File: config.mk
export PLATFORM = sky130hd
export DESIGN_NAME = memory_arbiter
export DESIGN_NICKNAME = d
export VERILOG_FILES = /design/src/rtl/memory_arbiter.sv
export SDC_FILE = /design/constraint.sdc
export NUM_CORES = 1
export LEC_CHECK = 0
export CAP_MARGIN = 20
export CORE_MARGIN = 8
export CORE_UTILIZATION = 31
export DETAILED_ROUTE_END_ITERATION = 6
export PLACE_DENSITY_LB_ADDON = 0.1
export REMOVE_ABC_BUFFERS = 1
export SKIP_LAST_GASP = 1
export SYNTH_ARGS = -nofsm -noshare
export SYNTH_HDL_FRONTEND = slang
export SYNTH_SLANG_ARGS = --single-unit
File: constraint.sdc
create_clock -name clk -period 2.4 [get_ports clk]
set_input_delay 0.24 -clock clk [delete_from_list [all_inputs] [get_ports clk]]
set_output_delay 0.24 -clock clk [all_outputs]
set_load 0.03 [all_outputs]
File: src/rtl/memory_arbiter.sv
// memory_arbiter
// Shares one single-ported memory between a CPU and a video scanout reader.
// The CPU normally wins contention. After STARVE_MAX consecutive cycles in
// which video was requesting but denied, video is granted for exactly one
// cycle. Read data is returned one cycle after the grant on a per-requester
// registered response.
//
// Ports:
//   clk, rst_n                  clock, asynchronous active-low reset
//   cpu_req/we/addr/wdata       CPU request (15-bit word address, 16-bit data)
//   cpu_gnt                     combinational grant, access happens this cycle
//   cpu_rvalid/cpu_rdata        registered read response (1-cycle latency)
//   vid_req/vid_addr            video read request, 13-bit screen word offset
//   vid_gnt                     combinational grant
//   vid_rvalid/vid_rdata        registered read response (1-cycle latency)
//   mem_load/address/in         shared memory port (write enable, addr, data)
//   mem_out                     combinational memory read data for mem_address
module memory_arbiter #(
  parameter int STARVE_MAX = 4
) (
  input  logic        clk,
  input  logic        rst_n,
  input  logic        cpu_req,
  input  logic        cpu_we,
  input  logic [14:0] cpu_addr,
  input  logic [15:0] cpu_wdata,
  output logic        cpu_gnt,
  output logic        cpu_rvalid,
  output logic [15:0] cpu_rdata,
  input  logic        vid_req,
  input  logic [12:0] vid_addr,
  output logic        vid_gnt,
  output logic        vid_rvalid,
  output logic [15:0] vid_rdata,
  output logic        mem_load,
  output logic [14:0] mem_address,
  output logic [15:0] mem_in,
  input  logic [15:0] mem_out
);

  typedef enum logic {
    CPU_PRIO  = 1'b0,
    VID_FORCE = 1'b1
  } state_e;

  localparam logic [3:0] STARVE_LIM = STARVE_MAX[3:0];
  // Addresses at and above this belong to the keyboard or are unmapped.
  localparam logic [14:0] KBD_BASE = 15'h6000;

  state_e      state_q, state_d;
  logic [3:0]  starve_cnt_q, starve_cnt_d;
  logic        cpu_rvalid_q, cpu_rvalid_d;
  logic [15:0] cpu_rdata_q, cpu_rdata_d;
  logic        vid_rvalid_q, vid_rvalid_d;
  logic [15:0] vid_rdata_q, vid_rdata_d;

  // Grant decision; grants are forced low while reset is asserted.
  always_comb begin
    cpu_gnt = 1'b0;
    vid_gnt = 1'b0;
    if (!rst_n) begin
      cpu_gnt = 1'b0;
      vid_gnt = 1'b0;
    end else begin
      case (state_q)
        CPU_PRIO: begin
          cpu_gnt = cpu_req;
          vid_gnt = vid_req & ~cpu_req;
        end
        VID_FORCE: begin
          vid_gnt = vid_req;
          cpu_gnt = cpu_req & ~vid_req;
        end
        default: begin
          cpu_gnt = 1'b0;
          vid_gnt = 1'b0;
        end
      endcase
    end
  end

  // Next-state and starvation counter. The counter is cleared on entry to
  // VID_FORCE so it is already zero when CPU_PRIO is re-entered.
  always_comb begin
    state_d      = state_q;
    starve_cnt_d = starve_cnt_q;
    case (state_q)
      CPU_PRIO: begin
        if (vid_req && !vid_gnt) begin
          if ((starve_cnt_q + 4'd1) == STARVE_LIM) begin
            state_d      = VID_FORCE;
            starve_cnt_d = 4'd0;
          end else begin
            starve_cnt_d = starve_cnt_q + 4'd1;
          end
        end else begin
          starve_cnt_d = 4'd0;
        end
      end
      VID_FORCE: begin
        state_d      = CPU_PRIO;
        starve_cnt_d = 4'd0;
      end
      default: begin
        state_d      = CPU_PRIO;
        starve_cnt_d = 4'd0;
      end
    endcase
  end

  // Shared memory port mux; writes to keyboard/unmapped space are dropped.
  always_comb begin
    mem_load    = 1'b0;
    mem_address = 15'd0;
    mem_in      = 16'd0;
    if (cpu_gnt) begin
      mem_address = cpu_addr;
      mem_in      = cpu_wdata;
      mem_load    = cpu_we & (cpu_addr < KBD_BASE);
    end else if (vid_gnt) begin
      mem_address = {2'b10, vid_addr};
      mem_load    = 1'b0;
      mem_in      = 16'd0;
    end else begin
      mem_load    = 1'b0;
      mem_address = 15'd0;
      mem_in      = 16'd0;
    end
  end

  // Read responses: capture mem_out on a granted read, otherwise hold rdata.
  always_comb begin
    cpu_rvalid_d = cpu_gnt & ~cpu_we;
    vid_rvalid_d = vid_gnt;
    if (cpu_rvalid_d) begin
      cpu_rdata_d = mem_out;
    end else begin
      cpu_rdata_d = cpu_rdata_q;
    end
    if (vid_rvalid_d) begin
      vid_rdata_d = mem_out;
    end else begin
      vid_rdata_d = vid_rdata_q;
    end
  end

  // State, counter and response registers.
  always_ff @(posedge clk or negedge rst_n) begin
    if (!rst_n) begin
      state_q      <= CPU_PRIO;
      starve_cnt_q <= 4'd0;
      cpu_rvalid_q <= 1'b0;
      cpu_rdata_q  <= 16'd0;
      vid_rvalid_q <= 1'b0;
      vid_rdata_q  <= 16'd0;
    end else begin
      state_q      <= state_d;
      starve_cnt_q <= starve_cnt_d;
      cpu_rvalid_q <= cpu_rvalid_d;
      cpu_rdata_q  <= cpu_rdata_d;
      vid_rvalid_q <= vid_rvalid_d;
      vid_rdata_q  <= vid_rdata_d;
    end
  end

  assign cpu_rvalid = cpu_rvalid_q;
  assign cpu_rdata  = cpu_rdata_q;
  assign vid_rvalid = vid_rvalid_q;
  assign vid_rdata  = vid_rdata_q;

endmodule

== Word-level counts from Yosys, hierarchy flattened ==
Cells that the tools add are included.
W data, S select, Z words.

* $add $sub $neg: 1
* $mul: 0
* Divide/modulo/power cells: 0
* $lt $le $gt $ge: 1
* Equal/unequal tests: 1
* Shifts and indexed selects: 0
* Mux-type cells: 14
* Bitwise logic cells: 8
* Reductions and logical operators: 2

{| class="wikitable"
|+ Operators with widths
! operator !! count
|-
| $mux W15 || 2
|-
| $mux W16 || 1
|-
| $lt A15 B15 Y1 const B || 1
|-
| $mux W4 || 2
|-
| $pmux W4 S2 || 1
|-
| $pmux W1 S2 || 3
|-
| $mux W1 || 5
|-
| $add A4 B1 Y4 const B || 1
|-
| $and A1 B1 Y1 || 4
|-
| $eq A4 B3 Y1 const B || 1
|-
| $not A1 Y1 || 4
|-
| $logic_and A1 B1 Y1 || 1
|-
| $logic_not A1 Y1 || 1
|}

* Register bits after elaboration: 39
* Latch bits: 0
* Memory bits (writable): 0
* Bits in read-only memories: 0
* Memories: 0

== Depth between registers and ports, before layout ==
Gate-level depths: netlist of run 1.

* Word-level depth: 8
* Depth in mapped cells: 5
* Depth with buffers taken out: 4

== Worst setup path before layout of run 1 ==
Ideal clock, no wire load.

* Path kind: reg2out
* Start: register state_q
* End: output port mem_address[10]
* Data arrival time: 1.367 ns
* Slack: 0.793 ns
* Cell stages (with the launch flop): 6
* Cell sequence: dfrtp_1 > inv_1 > a21o_2 > clkinv_1 > buf_4 > a22o_1

* Word-level cells in the longest chain between the ends: 5
* Elaborated cells on any way between the ends: 7

{| class="wikitable"
|+ RTL lines
! item !! line !! source
|-
| from (decl) || 50 || <nowiki>state_e state_q, state_d;</nowiki>
|-
| from (signal assigned) || 157 || <nowiki>state_q <= state_d;</nowiki>
|-
| $not A1 Y1 || 65 || <nowiki>case (state_q)</nowiki>
|-
| $pmux W1 S2 * || 65 ||
|-
| $mux W1 * || 61 || <nowiki>if (!rst_n) begin</nowiki>
|-
| net vid_gnt || 32 || <nowiki>output logic vid_gnt,</nowiki>
|-
| $mux W15 * || 120 || <nowiki>end else if (vid_gnt) begin</nowiki>
|-
| $mux W15 * || 116 || <nowiki>if (cpu_gnt) begin</nowiki>
|-
| to (decl) || 36 || <nowiki>output logic [14:0] mem_address,</nowiki>
|}

The timed path passes the listed nets; every way through them passes the cells marked *.

== Final worst setup path of run 1 ==
* Start: input port rst_n
* End: output port vid_gnt

* Word-level cells in the longest chain between the ends: 1

{| class="wikitable"
|+ RTL lines
! item !! line !! source
|-
| from (decl) || 22 || <nowiki>input logic rst_n,</nowiki>
|-
| $mux W1 || 61 ||
|-
| to (decl) || 32 ||
|}

Every way passes these cells.

==> results of run 1 <==
[synthesized netlist by cell type (all sizes together)]
library cell and instances:
inv 4, a22o 13, o32ai 1, xor2 1, nand3 1, buf 5, ha 2, nor3b 1
nor2 2, nand2 3, a41o 1, nand2b 4, mux2 32, o211ai 1, a21boi 1, dfrtp 39
and2 17, clkinv 1, a21o 2, and3b 1, and3 1, a211oi 2, clkbuf 1, a21oi 3
nor3 1
[through the flow]
| stage | worst slack [ps] | utilization [%] | instance area [µm²] | instances |
|---|---|---|---|---|
| final | 246.4 | 56.65 | 3294 | 355 |
| after floorplan | -149.5 | - | 1778 | 134 |
| after global routing | 164.1 | 56.65 | 3294 | 355 |
| after detailed placement | 300.8 | 54.75 | 3184 | 346 |
| after global placement | 310.9 | 54.75 | 3184 | 346 |
| after CTS | 220.7 | 56.65 | 3294 | 355 |
[layout make-up]
class | count | area, µm² | share of cell area, %
Multi-Input combinational cell | 90 | 787.0 | 23.89
Sequential cell | 39 | 975.9 | 29.62
Timing Repair Buffer | 138 | 1319 | 40.03
Inverter | 5 | 18.77 | 0.5697
Clock buffer | 8 | 100.1 | 3.038
Tap cell | 75 | 93.84 | 2.848
[logic make-up after synthesis]
kind of cell / synth area share, %
and+or+nand+nor: 10.03
xor gates and xnor gates: 0.4809
AOI/OAI and AO/OA: 11.33
adders and majority gates: 1.373
muxes: 19.78
DFF: 53.57
buffers and inverters: 3.434
[metal layers]
metal / up-vias / track usage, % / wire length (µm) / part of all wire (%)
li1: 772 / - / - / -
met1: 761 / 15.40 / 2496 / 42
met2: 94 / 21.28 / 2679 / 45
met3: 8 / 6.311 / 725 / 12
met4: 0 / 5.503 / 102 / 1.7
met5: - / 0 / 0 / 0
[timing repair]
| action | 4_1_cts | 5_1_grt |
|---|---|---|
| hold buffers | 1 | 0 |
| endpoints found under the setup margin | 0 | 0 |
| hold endpoints to repair | 1 | 0 |
[worst paths after layout]
check	from	end	slack (ps)	cells past startpoint
hold / removal	rst_n	state_q$_DFF_PN0_	290	2
hold reg to reg	vid_rdata[7]$_DFFE_PN0P_	vid_rdata[7]$_DFFE_PN0P_	500	1
setup reg to reg	starve_cnt_q[0]$_DFF_PN0_	state_q$_DFF_PN0_	950	4
max in group asynchronous	rst_n	cpu_rdata[3]$_DFFE_PN0P_	1430	3
min in group clk	vid_rdata[7]$_DFFE_PN0P_	vid_rdata[7]$_DFFE_PN0P_	500	1
setup / recovery	rst_n	vid_gnt	250	6
[state kept, by name, indices dropped and copies added (netlist names)]
name and count:
cpu_rvalid 1, state_q 1, cpu_rdata 16, vid_rvalid 1, vid_rdata 16, starve_cnt_q 4
[critical path: cells and delay by family]
family,cells,cell delay [ps]
AO/OA/AOI/OAI,1,200
buffers and inverters,4,1410
AND/OR/NAND/NOR,1,60
[power by group]
group | leakage, nW | internal [mW] | switching (mW)
registers | 0.474 | 0.763 | 0.0541
logic | 0.911 | 0.407 | 0.421
clock network | 0.0515 | 0.262 | 0.217
total | 1.44 | 1.43 | 0.692
==> qor.txt, run 1 <==
proportion of layout cells with a drive suffix above 1 - 28.93%
GPL Wtd Cong - 0.7917
postcts setup bufs - 0
number of global-route vias before repair - 1639
DP HPWL - 4.749 mm
fmax - 464.3 MHz
crit-path max cell delay - 680 ps
CTS Sinks - 39
Syn-to-layout area delta - 80.84%
# port buffers - 132
fill count - 515
Setup CP Type - in -> out
CTS tree - done
Clock Skew - 4.192 ps
Final setup viols - 0
Max Root-Sink Buffers - 2
area leader, netlist - dfrtp_1
chip width - 92.66 µm
Hold Worst Slack - 287.6 ps
min Tclk post-route - 2154 ps
Syn. warnings - 0
GRT Overall Usage - 13.47%
slowest CP cell - clkdlybuf4s50_1
DR vias - 1635
hold crit path type - in -> async
Die Height - 92.66 µm
total power - 2.124 mW
top post-synthesis cells by area - dfrtp_1 54%, mux2_2 20%, a22o_1 6.3%, and2_1 5.8%, ha_1 1.4%
Power Density - 644.8 nW/µm²
Cell Area, Synth - 1822 µm²
Clk pin slew, worst setup/hold paths - 70 ps
Hold Vio Cnt, Final - 0
drt initial violations - 25
#FFs+latches synth - 39
Static Leak - 1.436 nW
max_slew headroom - 67.40%
VDD IR max - 485.4 µV
worst path cell trace - dlygate4sd3_1, buf_2, nand2_1, a21o_2, clkinv_1, clkdlybuf4s50_1
core area - 5816 µm²
initial antenna violation count - 0
final net count - 346
first-pass GRT wire length - 9.025 mm
grt ovf - 0
area fraction of the dominant cell type after synthesis - 53.57%
via/cell ratio - 4.606
root buf cell - clkbuf_8
CP Launch Type - input port
largest net degree at the start of global routing - 40
Critical Path AT - 1910 ps
Yosys cell types - 29
# DRC - 0
Worst Tran Pin Value - 489.0 ps
Starting Density - 31.33%
wire per inst - 16.91 µm
iteration count of the initial detailed-routing pass - 4
most frequent cells in the layout - 98 x clkdlybuf4s50_1, 39 x dfrtp_1, 35 x buf_4, 32 x mux2_2, 17 x and2_1
post-synthesis sequential area ratio - 53.57%
cts bufs inserted - 5
Slew Viols, Final - 0
max-cap viol count - 0
CP Max Fanout - 4
post_cts resized - 0
setup_tns - 0 ps
final WL - 6.004 mm
Top Ports - 133
Skew-Pair Late Insertion Delay - 290 ps
Critical Path RT - 2160 ps
status - finished clean
Post-Synthesis Cells - 140
CTS H-Tree Depth - 2
critical path endpoint category - primary output
Tcrit/Tclk final - 89.73%
commonest non-fill, non-tap cell in the layout - clkdlybuf4s50_1
number of core rows - 28
unrepaired setup endpoints after global routing - no
Antenna Cells - 0
post-route antenna net violation count - 0
Avg Synthesized Cell Area - 13.01 µm²
die area - 8586 µm²
(Power assumes the default switching activity.)
==> run 2: changes to the inputs <==
CORE_MARGIN = 4   (was 8)
PLACE_DENSITY = 0.8   (was unset)
PLACE_DENSITY_LB_ADDON = unset   (was 0.1)
REMOVE_ABC_BUFFERS = unset   (was 1)
==> run 2 against run 1 <==
Net effect:
- clock power fell by 17%
- flip-flop and latch count did not move
- register-to-register slack got worse by 150 ps
- worst setup slack got worse by 98 ps
- hold slack improved by 22 ps
- die area fell by 17%
- first-iteration DRC count rose by 92%
- final area fell by 1.3%
- critical path type unchanged
==> qor.txt, run 2 (synthesis gave the netlist of run 1 again) <==
status - finished clean
CP bufs+invs - 4 (unchanged)
worst path cell trace - dlygate4sd3_1, buf_2, nand2_1, a21o_2, clkinv_1, a22o_1, buf_4
switching power - 0.6783 mW (-2.0%)
Syn-to-layout area delta - 78.57%
DR vias - 1600 (-2.1%)
part of the power in registers - 40.1% (+1.6 points)
largest net degree at the start of global routing - 39 (-2.5%)
chip width - 84.66 µm (-8.6%)
CTS Sinks - 39 (unchanged)
post-route antenna net violation count - 0 (unchanged)
Slew Viols, Final - 0 (unchanged)
GRT Overall Usage - 15.02% (+1.6 points)
Power Density - 627.3 nW/µm² (-2.7%)
Tcrit/Tclk final - 93.84% (+4.1 points)
Static Leak - 1.418 nW (-1.3%)
Final setup viols - 0 (unchanged)
non-filler cells, final - 349 (-1.7%)
combinational fraction of design power - 40.4% (+1.4 points)
Skew-Pair Late Insertion Delay - 280 ps (about the same)
Setup CP Type - in -> out
slowest CP cell - dlygate4sd3_1
setup slack, reg-to-reg - 800 ps (-150 ps)
VDD IR max - 441.8 µV (-9.0%)
Antenna Cells - 0 (unchanged)
reg2reg start - state_q$_DFF_PN0_
proportion of layout cells with a drive suffix above 1 - 28.52% (-0.41 points)
first-pass GRT wire length - 8.576 mm (-5.0%)
DP Cell Count - 342 (-1.2%)
setup_tns - 0 ps (unchanged)
via/cell ratio - 4.585 (-0.46%)
kind of cell adding the most delay to the critical path - buffers and inverters
drt initial violations - 48 (+92%)
CP Launch Type - input port
P_int - 1.362 mW (-4.9%)
grt ovf - 0 (unchanged)
iteration count of the initial detailed-routing pass - 4 (unchanged)
Critical Path AT - 2010 ps (+100 ps)
Starting Density - 32.49% (+1.2 points)
worst r2r path cells - 4 (unchanged)
min Tclk post-route - 2252 ps (+98.43 ps)
wire per inst - 15.80 µm (-6.6%)
DP HPWL - 4.342 mm (-8.6%)
Clock Skew - 3.192 ps (-1.000 ps)
Die Height - 84.66 µm (-8.6%)
fmax - 444.0 MHz (-4.4%)
number of global-route vias before repair - 1605 (-2.1%)
Worst Tran Pin Value - 489.4 ps (+0.4163 ps)
final WL - 5.513 mm (-8.2%)
initial antenna violation count - 0 (unchanged)
Max Root-Sink Buffers - 2 (unchanged)
Net Sw Frac - 33.24% (+0.66 points)
crit-path max cell delay - 530 ps (-150 ps)
most frequent cells in the layout - 97 x clkdlybuf4s50_1, 39 x dfrtp_1, 35 x buf_4, 32 x mux2_2, 17 x and2_1
die area - 7167 µm² (-17%)
Clk pwr share - 19.5% (-3.0 points)
Hold Vio Cnt, Final - 0 (unchanged)
final net count - 345 (-0.29%)
max-cap viol count - 0 (unchanged)
Top Ports - 133 (unchanged)
Clk pin slew, worst setup/hold paths - 70 ps (about the same)
critical path endpoint category - primary output
post_cts resized - 0 (unchanged)
max_slew headroom - 67.23% (-0.17 points)
commonest non-fill, non-tap cell in the layout - clkdlybuf4s50_1
hold crit path type - in -> async
number of core rows - 27 (-3.6%)
Critical Path RT - 2160 ps (about the same)
GPL Wtd Cong - 0.8196 (+3.5%)
CTS H-Tree Depth - 2 (unchanged)
core area - 5608 µm² (-3.6%)
# port buffers - 132 (unchanged)
root buf cell - clkbuf_8
# DRC - 0 (unchanged)
unrepaired setup endpoints after global routing - no
Synth Net Count - 207
CTS tree - done
CP Max Fanout - 18 (+14)
reg-to-reg endpoint - vid_rdata[13]$_DFFE_PN0P_
cts bufs inserted - 5 (unchanged)
## run 2: cell count changes in the layout (fill, tap and decap cells not counted), sizes merged
cell | before | now
clkbuf | 8 | 6
clkdlybuf4s50 | 98 | 97
## run 2: per-layer routing
layer | part of all wire, % | vias up | global-route usage [%]
met5 | 0 | - | 0
met1 | 39 | 738 | 17.52
met3 | 11 | 0 | 6.379
met4 | 0 | 0 | 2.590
li1 | - | 769 | -
met2 | 50 | 93 | 26.05
## run 2: worst max-delay path by stage
stage	startpoint	to	slack, ps	cells past startpoint
2_1_floorplan	state_q$_DFF_PN0_	mem_address[10]	790	5
3_3_place_gp	vid_req	mem_address[11]	340	6
3_5_place_dp	vid_req	mem_address[1]	270	6
4_1_cts	rst_n	mem_address[1]	140	7
5_1_grt	rst_n	mem_address[1]	40	7
6_report	rst_n	mem_address[1]	150	7
## run 2: power groups by stage
stage	Sequential, mW	Combinational [mW]	Clock [mW]
floorplan	1.04	0.204	0
detailed placement	0.831	0.832	0
global placement	0.827	0.825	0
finish	0.818	0.825	0.398
CTS	0.820	0.836	0.417
global route	0.831	0.872	0.448
## run 2: cell type report
type / count / area (µm²)
Clock buffer: 6 / 72.57
Fill cell: 489 / 2355
Inverter: 5 / 18.77
Multi-Input combinational cell: 90 / 787.0
Sequential cell: 39 / 975.9
Tap cell: 72 / 90.09
Timing Repair Buffer: 137 / 1309
## run 2: metrics by stage
stage	total power, mW	hold WS (ps)	setup WS [ps]	cell area, µm²	utilization, %
global placement	1.651	60.30	340.5	3171	56.54
detailed placement	1.663	63.49	273.6	3171	56.54
floorplan	1.242	-55.59	793.0	1822	-
finish	2.041	309.5	147.9	3253	58.01
global route	2.151	302.1	40.86	3253	58.01
CTS	2.073	289.2	141.3	3253	58.01
## run 2: timing repair
item | 4_1_cts | 5_1_grt
buffers inserted | 0 | 0
hold endpoints to repair | 1 | 0
hold buffers | 1 | 0
endpoints found under the setup margin | 0 | 0
